<file path="config.mk">
export PLATFORM = sky130hd
export DESIGN_NAME = spi_responder
export DESIGN_NICKNAME = d
export VERILOG_FILES = /design/src/rtl/spi_responder.sv
export SDC_FILE = /design/constraint.sdc
export NUM_CORES = 1
export LEC_CHECK = 0
export CAP_MARGIN = 40
export CORE_MARGIN = 5
export CORE_UTILIZATION = 55
export CTS_CLUSTER_DIAMETER = 50
export DETAILED_ROUTE_END_ITERATION = 7
export PLACE_DENSITY = 0.79
export SYNTH_ARGS = -nofsm -noshare
export SYNTH_HDL_FRONTEND = slang
export SYNTH_SLANG_ARGS = --single-unit
</file>
<file path="constraint.sdc">
create_clock -name clk -period 2.6 [get_ports clk]
set_clock_uncertainty 0.05 [all_clocks]
set_input_delay 0.52 -clock clk [delete_from_list [all_inputs] [get_ports clk]]
set_output_delay 0.52 -clock clk [all_outputs]
set_load 0.005 [all_outputs]
</file>
<file path="src/rtl/spi_responder.sv">
// SPI mode-0 responder, LSB first: receives DATA_WIDTH-bit frames from an external master
// and returns a word from a single-entry tx holding buffer. All pins are synchronized into clk.
module spi_responder #(
  parameter int DATA_WIDTH  = 12,
  parameter int SYNC_STAGES = 2
) (
  input  logic                  clk,
  input  logic                  reset,
  input  logic                  sclk,
  input  logic                  cs,
  input  logic                  mosi,
  output logic                  miso,
  input  logic [DATA_WIDTH-1:0] tx_data,
  input  logic                  tx_valid,
  output logic                  tx_ready,
  output logic [DATA_WIDTH-1:0] rx_data,
  output logic                  rx_valid,
  output logic                  busy,
  output logic                  underrun,
  output logic                  frame_err
);

  localparam int CW = $clog2(DATA_WIDTH + 1);

  typedef enum logic [1:0] {IDLE, SHIFT, HOLD} state_t;

  state_t                  state_q, state_d;
  logic [SYNC_STAGES-1:0]  sclk_sync_q, sclk_sync_d;
  logic [SYNC_STAGES-1:0]  cs_sync_q, cs_sync_d;
  logic [SYNC_STAGES-1:0]  mosi_sync_q, mosi_sync_d;
  logic                    sclk_prev_q, sclk_prev_d;
  logic                    cs_prev_q, cs_prev_d;
  logic [SYNC_STAGES:0]    warm_q, warm_d;
  logic                    armed_q, armed_d;
  logic [DATA_WIDTH-1:0]   buf_q, buf_d;
  logic                    buf_full_q, buf_full_d;
  logic [DATA_WIDTH-1:0]   tx_shift_q, tx_shift_d;
  logic [DATA_WIDTH-1:0]   rx_shift_q, rx_shift_d;
  logic [CW-1:0]           bit_cnt_q, bit_cnt_d;
  logic                    miso_q, miso_d;
  logic [DATA_WIDTH-1:0]   rx_data_q, rx_data_d;
  logic                    rx_valid_q, rx_valid_d;
  logic                    underrun_q, underrun_d;
  logic                    frame_err_q, frame_err_d;

  logic sclk_s, cs_s, mosi_s, sclk_rise, sclk_fall, cs_fall, cs_rise, wr;

  assign sclk_s    = sclk_sync_q[SYNC_STAGES-1];
  assign cs_s      = cs_sync_q[SYNC_STAGES-1];
  assign mosi_s    = mosi_sync_q[SYNC_STAGES-1];
  assign sclk_rise = sclk_s & ~sclk_prev_q;
  assign sclk_fall = ~sclk_s & sclk_prev_q;
  assign cs_fall   = ~cs_s & cs_prev_q;
  assign cs_rise   = cs_s & ~cs_prev_q;
  assign wr        = tx_valid & ~buf_full_q;

  always_comb begin
    state_d     = state_q;
    sclk_sync_d = {sclk_sync_q[SYNC_STAGES-2:0], sclk};
    cs_sync_d   = {cs_sync_q[SYNC_STAGES-2:0], cs};
    mosi_sync_d = {mosi_sync_q[SYNC_STAGES-2:0], mosi};
    sclk_prev_d = sclk_s;
    cs_prev_d   = cs_s;
    warm_d      = {warm_q[SYNC_STAGES-1:0], 1'b1};
    // Frames may only start once cs has been seen idle-high with a flushed synchronizer,
    // so a frame already in progress when reset releases is ignored.
    armed_d     = armed_q | (warm_q[SYNC_STAGES] & cs_s & cs_prev_q);
    buf_d       = buf_q;
    buf_full_d  = buf_full_q;
    tx_shift_d  = tx_shift_q;
    rx_shift_d  = rx_shift_q;
    bit_cnt_d   = bit_cnt_q;
    miso_d      = miso_q;
    rx_data_d   = rx_data_q;
    rx_valid_d  = 1'b0;
    underrun_d  = 1'b0;
    frame_err_d = 1'b0;

    if (wr) begin
      buf_d      = tx_data;
      buf_full_d = 1'b1;
    end

    case (state_q)
      IDLE: begin
        miso_d = 1'b0;
        if (armed_q && cs_fall) begin
          state_d    = SHIFT;
          tx_shift_d = buf_full_q ? buf_q : '0;
          underrun_d = ~buf_full_q;
          buf_full_d = wr;
          bit_cnt_d  = '0;
          rx_shift_d = '0;
          miso_d     = buf_full_q ? buf_q[0] : 1'b0;
        end
      end
      SHIFT: begin
        if (bit_cnt_q == CW'(DATA_WIDTH)) begin
          rx_data_d  = rx_shift_q;
          rx_valid_d = 1'b1;
          miso_d     = 1'b0;
          state_d    = HOLD;
        end else if (cs_rise) begin
          frame_err_d = 1'b1;
          miso_d      = 1'b0;
          state_d     = IDLE;
        end else if (sclk_rise) begin
          rx_shift_d = {mosi_s, rx_shift_q[DATA_WIDTH-1:1]};
          // tx_shift advances on each rise so bit 0 is always tx bit bit_cnt.
          tx_shift_d = tx_shift_q >> 1;
          bit_cnt_d  = bit_cnt_q + CW'(1);
        end else if (sclk_fall) begin
          miso_d = tx_shift_q[0];
        end
      end
      HOLD: begin
        miso_d = 1'b0;
        // Level check: a cs rise coinciding with frame completion must not strand us here.
        if (cs_s) state_d = IDLE;
      end
      default: state_d = IDLE;
    endcase
  end

  always_ff @(posedge clk) begin
    if (reset) begin
      state_q     <= IDLE;
      sclk_sync_q <= '0;
      cs_sync_q   <= '1;
      mosi_sync_q <= '0;
      sclk_prev_q <= 1'b0;
      cs_prev_q   <= 1'b1;
      warm_q      <= '0;
      armed_q     <= 1'b0;
      buf_q       <= '0;
      buf_full_q  <= 1'b0;
      tx_shift_q  <= '0;
      rx_shift_q  <= '0;
      bit_cnt_q   <= '0;
      miso_q      <= 1'b0;
      rx_data_q   <= '0;
      rx_valid_q  <= 1'b0;
      underrun_q  <= 1'b0;
      frame_err_q <= 1'b0;
    end else begin
      state_q     <= state_d;
      sclk_sync_q <= sclk_sync_d;
      cs_sync_q   <= cs_sync_d;
      mosi_sync_q <= mosi_sync_d;
      sclk_prev_q <= sclk_prev_d;
      cs_prev_q   <= cs_prev_d;
      warm_q      <= warm_d;
      armed_q     <= armed_d;
      buf_q       <= buf_d;
      buf_full_q  <= buf_full_d;
      tx_shift_q  <= tx_shift_d;
      rx_shift_q  <= rx_shift_d;
      bit_cnt_q   <= bit_cnt_d;
      miso_q      <= miso_d;
      rx_data_q   <= rx_data_d;
      rx_valid_q  <= rx_valid_d;
      underrun_q  <= underrun_d;
      frame_err_q <= frame_err_d;
    end
  end

  assign miso      = miso_q;
  assign tx_ready  = ~buf_full_q;
  assign rx_data   = rx_data_q;
  assign rx_valid  = rx_valid_q;
  assign busy      = (state_q != IDLE);
  assign underrun  = underrun_q;
  assign frame_err = frame_err_q;

endmodule

</file>
==> summary.md, run 1 <==
| Metric | Value |
|---|---|
| Total clock sinks | `71` |
| Clk_lat worst skew | `0.34 ns` |
| Vias/cell | `5.56` |
| Crit Path Category | `reg -> out` |
| GRT Resource Usage Total | `0.179` |
| # IOs | `36` |
| Synth Area in Compound Gates | `0.208` |
| Antenna violations before repair | `0` |
| RePlAce Congestion | `0.835` |
| Die area | `0.00686 mm²` |
| Drt first pass iters | `4` |
| Fin nets | `390` |
| Total number of vias | `2,441` |
| Top FF cell, synth | `dfxtp_1` |
| First-pass GRT wire length | `10,400 µm` |
| H-tree Lvls | `3` |
| Max Root-Sink Buffers | `2` |
| Period utilization | `0.891` |
| Post-DRT Antenna Nets | `0` |
| DIE HEIGHT | `82.8 µm` |
| Gr ovfl total | `0` |
| Worst relative slew slack | `0.558` |
| Largest net degree at the start of global routing | `39` |
| Post-Synth XOR/XNOR Area | `0` |
| Share of cells above drive strength 1 | `0.106` |
| Reg clk slew, reported paths | `0.07 ns` |
| RSZ-0062 raised after global routing | `false` |
| CP Data Arrival Time | `1.75 ns` |
| Final WL | `5910 µm` |
| Starting DRT DRC Count | `180` |
| Antenna cells | `0` |
| Syn Inst Count | `332` |
| Number of CTS-inserted buffers | `9` |
| Root Buffer Master | `clkbuf_8` |
| Post-synth EDFFs | `0` |
| Endpoints failing setup | `0` |
| Power Density | `676 mW/mm²` |
| Port-buffer cells | `35` |
| Simple-gate share of the synthesized area | `0.224` |
| Worst-Margin Slew | `0.662 ns` |
| Syn. warnings | `0` |
| Min-Delay Startpoint | `cs_sync_q[0]` |
| Finished Layout Cells | `439` |
| Vias in the first global route | `2,347` |
| Post-Synth Adder-Cell Area | `0.0343` |
| Async SR Flop Fraction | `0` |
| Status | `finished clean` |
| Mean area per synthesized cell | `8.78 µm²` |
| Setup TNS | `0 ns` |
| Critical path required time | `2.03 ns` |
| Post-CTS setup buffer count | `0` |
| Hold Buf Count CTS | `0` |
| Die width | `82.8 µm` |
| DP HPWL | `3880 µm` |
| Sequential-to-total area share from yosys stat | `0.488` |
| Number of max-cap violations | `0` |
| Starting Density | `0.567` |
| Fin. Hold Viols | `0` |
| F_max | `432 MHz` |
| Syn nets | `358` |
| Count of pins over their slew limit | `0` |
| Rows | `26` |
| Residual DRC | `0` |
| Library cells used by synthesis | `40` |
| P&R area growth vs syn | `20.9%` |
| IR drop worst, VDD | `503 µV` |
| Crit start category | `flip-flop` |
| Final min period | `2.32 ns` |
| Register bit total from synthesis | `71` |
| Leak Pwr | `1.21 nW` |
| CP max FO | `5` |
| Worst r2r src | `state_q[1]` |
| CP Capture Type | `output port` |
| CORE AREA | `0.00514 mm²` |
| CTS tree | `yes` |
| CP Launch Point | `state_q[0]` |
| Mapped Area | `0.00292 mm²` |
| Dpl cells | `423` |
| Largest family of logic cells by synthesized area | `simple AND/OR/NAND/NOR gates` |
| Multiplexer share of the synthesized area | `0` |
| Min-delay worst type | `reg -> reg` |
| Drt wl/cell | `13.5 µm` |
| Gates resized, CTS repair | `0` |
==> critical path, cell delays in order, from the launching register on <==
cell,delay (ns)
dfxtp_1,0.39
inv_1,0.11
ha_1,0.31
inv_1,0.10
clkdlybuf4s50_1,0.50
==> flip-flops by register name, indices dropped and copies added, names as in the netlist <==
| signal | flops |
|---|---|
| buf_q | 12 |
| rx_data | 12 |
| rx_shift_q | 12 |
| tx_shift_q | 12 |
| bit_cnt_q | 4 |
| warm_q | 3 |
| cs_sync_q | 2 |
| mosi_sync_q | 2 |
| sclk_sync_q | 2 |
| state_q | 2 |
| armed_q | 1 |
| buf_full_q | 1 |
| cs_prev_q | 1 |
| frame_err | 1 |
| miso | 1 |
| rx_valid | 1 |
| sclk_prev_q | 1 |
| underrun | 1 |
==> layout make-up <==
cell class / count / area, µm²
Fill cell: 470 / 1620
Sequential cell: 71 / 1420
Multi-Input combinational cell: 230 / 1360
Timing Repair Buffer: 45 / 420
Clock buffer: 13 / 169
Tap cell: 70 / 87.6
Clock inverter: 3 / 40.0
Inverter: 7 / 26.3
==> final timing paths <==
| check | slack (ns) | end | cells past startpoint |
|---|---|---|---|
| hold / removal | 0.37 | cs_sync_q[1] | 1 |
| setup reg to reg | 0.54 | bit_cnt_q[3] | 7 |
| setup / recovery | 0.28 | busy | 4 |
| hold reg to reg | 0.37 | cs_sync_q[1] | 1 |
==> cell usage after synthesis, types with 2 or more instances <==
| cell type | count | area (µm²) |
|---|---|---|
| nor2_1 | 7 | 26.3 |
| inv_1 | 7 | 26.3 |
| a311oi_2 | 3 | 45.0 |
| nor2b_1 | 9 | 56.3 |
| nor3_1 | 4 | 20.0 |
| buf_1 | 3 | 11.3 |
| clkbuf_1 | 16 | 60.1 |
| or2_2 | 4 | 25.0 |
| a31oi_1 | 2 | 12.5 |
| ha_1 | 8 | 100 |
| o21ai_1 | 15 | 75.1 |
| a31o_1 | 2 | 17.5 |
| nand2_1 | 62 | 233 |
| buf_4 | 2 | 15.0 |
| nand4_1 | 17 | 106 |
| dfxtp_1 | 71 | 1420 |
| nand2b_1 | 5 | 31.3 |
| nand3b_1 | 10 | 75.1 |
| nand3_1 | 3 | 15.0 |
| buf_2 | 2 | 10.0 |
| a21oi_1 | 54 | 270 |
| a311oi_1 | 8 | 70.1 |
==> per-stage QoR <==
step | util | hold WS, ns | instance area (µm²) | setup WS (ns) | power (mW)
final | 0.686 | 0.374 | 3520 | 0.284 | 2.38
after global routing | 0.686 | 0.407 | 3520 | 0.179 | 2.50
after CTS | 0.686 | 0.381 | 3520 | 0.265 | 2.40
after detailed placement | 0.645 | 0.357 | 3320 | 0.569 | 1.50
after global placement | 0.645 | 0.352 | 3320 | 0.657 | 1.49
after floorplan | - | 0.339 | 2920 | 0.742 | 1.41
==> power by group <==
part	switching [mW]	internal, mW
registers	0.0285	1.14
logic	0.179	0.130
clock network	0.388	0.519
==> layout by cell type (no fill, tap or decap), types with 3 or more instances in the layout <==
cell type and count:
dfxtp_1 71, ha_1 8, or2_2 4, nand3_1 3
clkdlybuf4s50_1 34, nor3_1 4, nand2b_1 5, buf_4 10
nor2b_1 9, nand2_1 62, a311oi_1 8, inv_1 7
a21oi_1 54, o21ai_1 15, nor2_1 7, a311oi_2 3
nand4_1 17, nand3b_1 10, clkbuf_8 12
==> metal layers <==
metal / GRT usage / vias up / routed length (µm)
met1: 0.204 / 1146 / 2520
met5: 0 / - / 0
li1: - / 1230 / -
met4: 0.0817 / 0 / 95
met2: 0.302 / 53 / 2990
met3: 0.0584 / 12 / 311
==> cell families (layout without fill, tap and decap cells) <==
group	Yosys count	after routing
AO/OA/AOI/OAI	94	94
buffers and inverters	31	68
AND/OR/NAND/NOR	128	128
flip-flops	71	71
adder cells (fa/ha/maj)	8	8
(Power assumes the default switching activity.)
==> run 2: changes to the inputs <==
CORE_UTILIZATION = 59   (was 55)
HOLD_SLACK_MARGIN = 0.06   (was default)
PLACE_DENSITY = 0.84   (was 0.79)
clock period = 2.9 ns   (was 2.6 ns; I/O delays follow)
==> run 2 against run 1 <==
Against the previous run:
- final cell count decreased by 1.4%
- final area decreased by 0.35%
- non-clock buffer count is 3 lower
- largest power group unchanged
- sequential power fell by 10%
- core utilization up 5.3 points
- clock power shrank 4.6%
- sequential share of layout area is 0.14 points higher
==> summary.md, run 2 (same netlist as run 1, synthesis figures left out) <==
| Metric | Value |
|---|---|
| Clock power frac | `0.396 (+0.015)` |
| RSZ-0062 raised after global routing | `false` |
| CP max stage cell | `a221o_1` |
| Hold Buf Count CTS | `0 (unchanged)` |
| Reg clk slew, reported paths | `0.07 ns (about the same)` |
| Starting DRT DRC Count | `168 (-6.7%)` |
| Critical path's top delay family | `compound AO/OA/AOI/OAI gates` |
| Total number of vias | `2,432 (-0.37%)` |
| CP Capture Type | `flip-flop` |
| F_max | `391 MHz` |
| Setup TNS | `0 ns (unchanged)` |
| Setup WS post-layout | `0.345 ns (+0.0611 ns)` |
| Commonest non-fill, non-tap cell in the layout | `dfxtp_1` |
| Vias/cell | `5.62 (+1.0%)` |
| Worst relative slew slack | `0.485 (-0.0738)` |
| Combinational Power Share | `0.123 (-0.006)` |
| Largest net degree at the start of global routing | `32 (-18%)` |
| CORE AREA | `0.00475 mm² (-7.5%)` |
| CP Data Arrival Time | `2.75 ns (+1.00 ns)` |
| Root Buffer Master | `clkbuf_8` |
| Slowest cell delay on critical path | `0.77 ns (+0.27 ns)` |
| Fin nets | `387 (-0.77%)` |
| Count of pins over their slew limit | `0 (unchanged)` |
| Vias in the first global route | `2,261 (-3.7%)` |
| CP max FO | `20 (+15)` |
| Post-CTS setup buffer count | `0 (unchanged)` |
| RePlAce Congestion | `0.799 (-4.4%)` |
| Crit path cell chain | `inv_1, ha_1, a221o_1, nor2_4, a311oi_1` |
| Status | `finished clean` |
| Critical path required time | `3.09 ns (+1.06 ns)` |
| Sw Share | `0.249 (-0.000424)` |
| Share of cells above drive strength 1 | `0.0984 (-0.00733)` |
| Period utilization | `0.881` |
| Psw | `0.545 mW (-8.5%)` |
| Final WL | `6000 µm (+1.5%)` |
| Fin. Hold Viols | `0 (unchanged)` |
| Post-DRT Antenna Nets | `0 (unchanged)` |
| Drt first pass iters | `4 (unchanged)` |
| Antenna violations before repair | `0 (unchanged)` |
| Antenna cells | `0 (unchanged)` |
| Gr ovfl total | `0 (unchanged)` |
| DIE HEIGHT | `80.3 µm (-3.0%)` |
| Min-delay worst type | `reg -> reg` |
| Max Root-Sink Buffers | `2 (unchanged)` |
| Port-buffer cells | `35 (unchanged)` |
| Drt wl/cell | `13.9 µm (+2.9%)` |
| Commonest non-fill, non-tap cells in the layout | `dfxtp_1 (71), nand2_1 (62), a21oi_1 (54)` |
| Die area | `0.00645 mm² (-6.0%)` |
| H-tree Lvls | `3 (unchanged)` |
| Die width | `80.3 µm (-3.0%)` |
| Worst-Margin Slew | `0.773 ns (+0.110 ns)` |
| Layout fillers | `378 (-20%)` |
| Number of CTS-inserted buffers | `9 (unchanged)` |
| Reg power frac | `0.481 (-0.009)` |
| Crit Path Category | `reg -> reg` |
| First-pass GRT wire length | `10,300 µm (-0.54%)` |
| Starting Density | `0.613 (+0.0460)` |
| Final min period | `2.56 ns` |
| GRT Resource Usage Total | `0.207 (+0.0283)` |
| Power Density | `622 mW/mm² (-8.0%)` |
| CP Buf/Inv Count | `1 (-2)` |
| Leak Pwr | `1.20 nW (-1.2%)` |
| # IOs | `36 (unchanged)` |
| Number of max-cap violations | `0 (unchanged)` |
| DP HPWL | `3890 µm (+0.48%)` |
| Internal power | `1.64 mW (-8.3%)` |
| Gates resized, CTS repair | `0 (unchanged)` |
| Residual DRC | `0 (unchanged)` |
| CTS tree | `yes` |
| Crit start category | `flip-flop` |
| Clk_lat worst skew | `0.34 ns (about the same)` |
| IR drop worst, VDD | `404 µV (-20%)` |
| Post-place setup slack | `0.447 ns (-0.122 ns)` |
| P&R area growth vs syn | `20.5%` |
| Endpoints failing setup | `0 (unchanged)` |
| Rows | `25 (-3.8%)` |
| Total clock sinks | `71 (unchanged)` |
run 2: power by group through the flow:
stage | clock network (mW) | registers (mW) | logic (mW)
floorplan | 0 | 1.06 | 0.202
finish | 0.865 | 1.05 | 0.268
global placement | 0 | 1.07 | 0.255
CTS | 0.878 | 1.05 | 0.268
global route | 0.930 | 1.06 | 0.298
detailed placement | 0 | 1.07 | 0.265
run 2: worst reg2reg max path, cell delays in order (launching register included):
cell and delay [ns]:
dfxtp_1 0.34, inv_1 0.15, ha_1 0.65, a221o_1 0.77, nor2_4 0.19, a311oi_1 0.30
run 2: cell type report:
class                           instances  area [µm²]  area share
Sequential cell                        71        1420       0.405
Multi-Input combinational cell        230        1360       0.387
Timing Repair Buffer                   42         398       0.113
Clock buffer                           11         141      0.0403
Tap cell                               67        83.8      0.0239
Clock inverter                          5        81.3      0.0232
Inverter                                7        26.3     0.00748
run 2: worst paths after layout:
| kind | start | end | slack (ns) | cells past startpoint |
|---|---|---|---|---|
| max | state_q[1] | tx_shift_q[5] | 0.34 | 5 |
| min | cs_sync_q[0] | cs_sync_q[1] | 0.37 | 1 |
| max reg2reg | state_q[1] | tx_shift_q[5] | 0.34 | 5 |
| min reg2reg | cs_sync_q[0] | cs_sync_q[1] | 0.37 | 1 |
run 2: routing by layer:
layer | routed length, µm | global-route usage | up-vias
met3 | 271 | 0.0516 | 8
met4 | 104 | 0.0912 | 0
met5 | 0 | 0 | -
met1 | 2630 | 0.248 | 1136
met2 | 3000 | 0.349 | 53
li1 | - | - | 1235
run 2: metrics by stage:
stage | util | std cells | area, µm² | power, mW | hold slack (ns)
CTS | 0.739 | 433 | 3510 | 2.20 | 0.379
floorplan | - | 332 | 2920 | 1.26 | 0.339
global route | 0.739 | 433 | 3510 | 2.28 | 0.382
detailed placement | 0.692 | 417 | 3290 | 1.34 | 0.362
global placement | 0.692 | 417 | 3290 | 1.33 | 0.342
finish | 0.739 | 433 | 3510 | 2.18 | 0.374
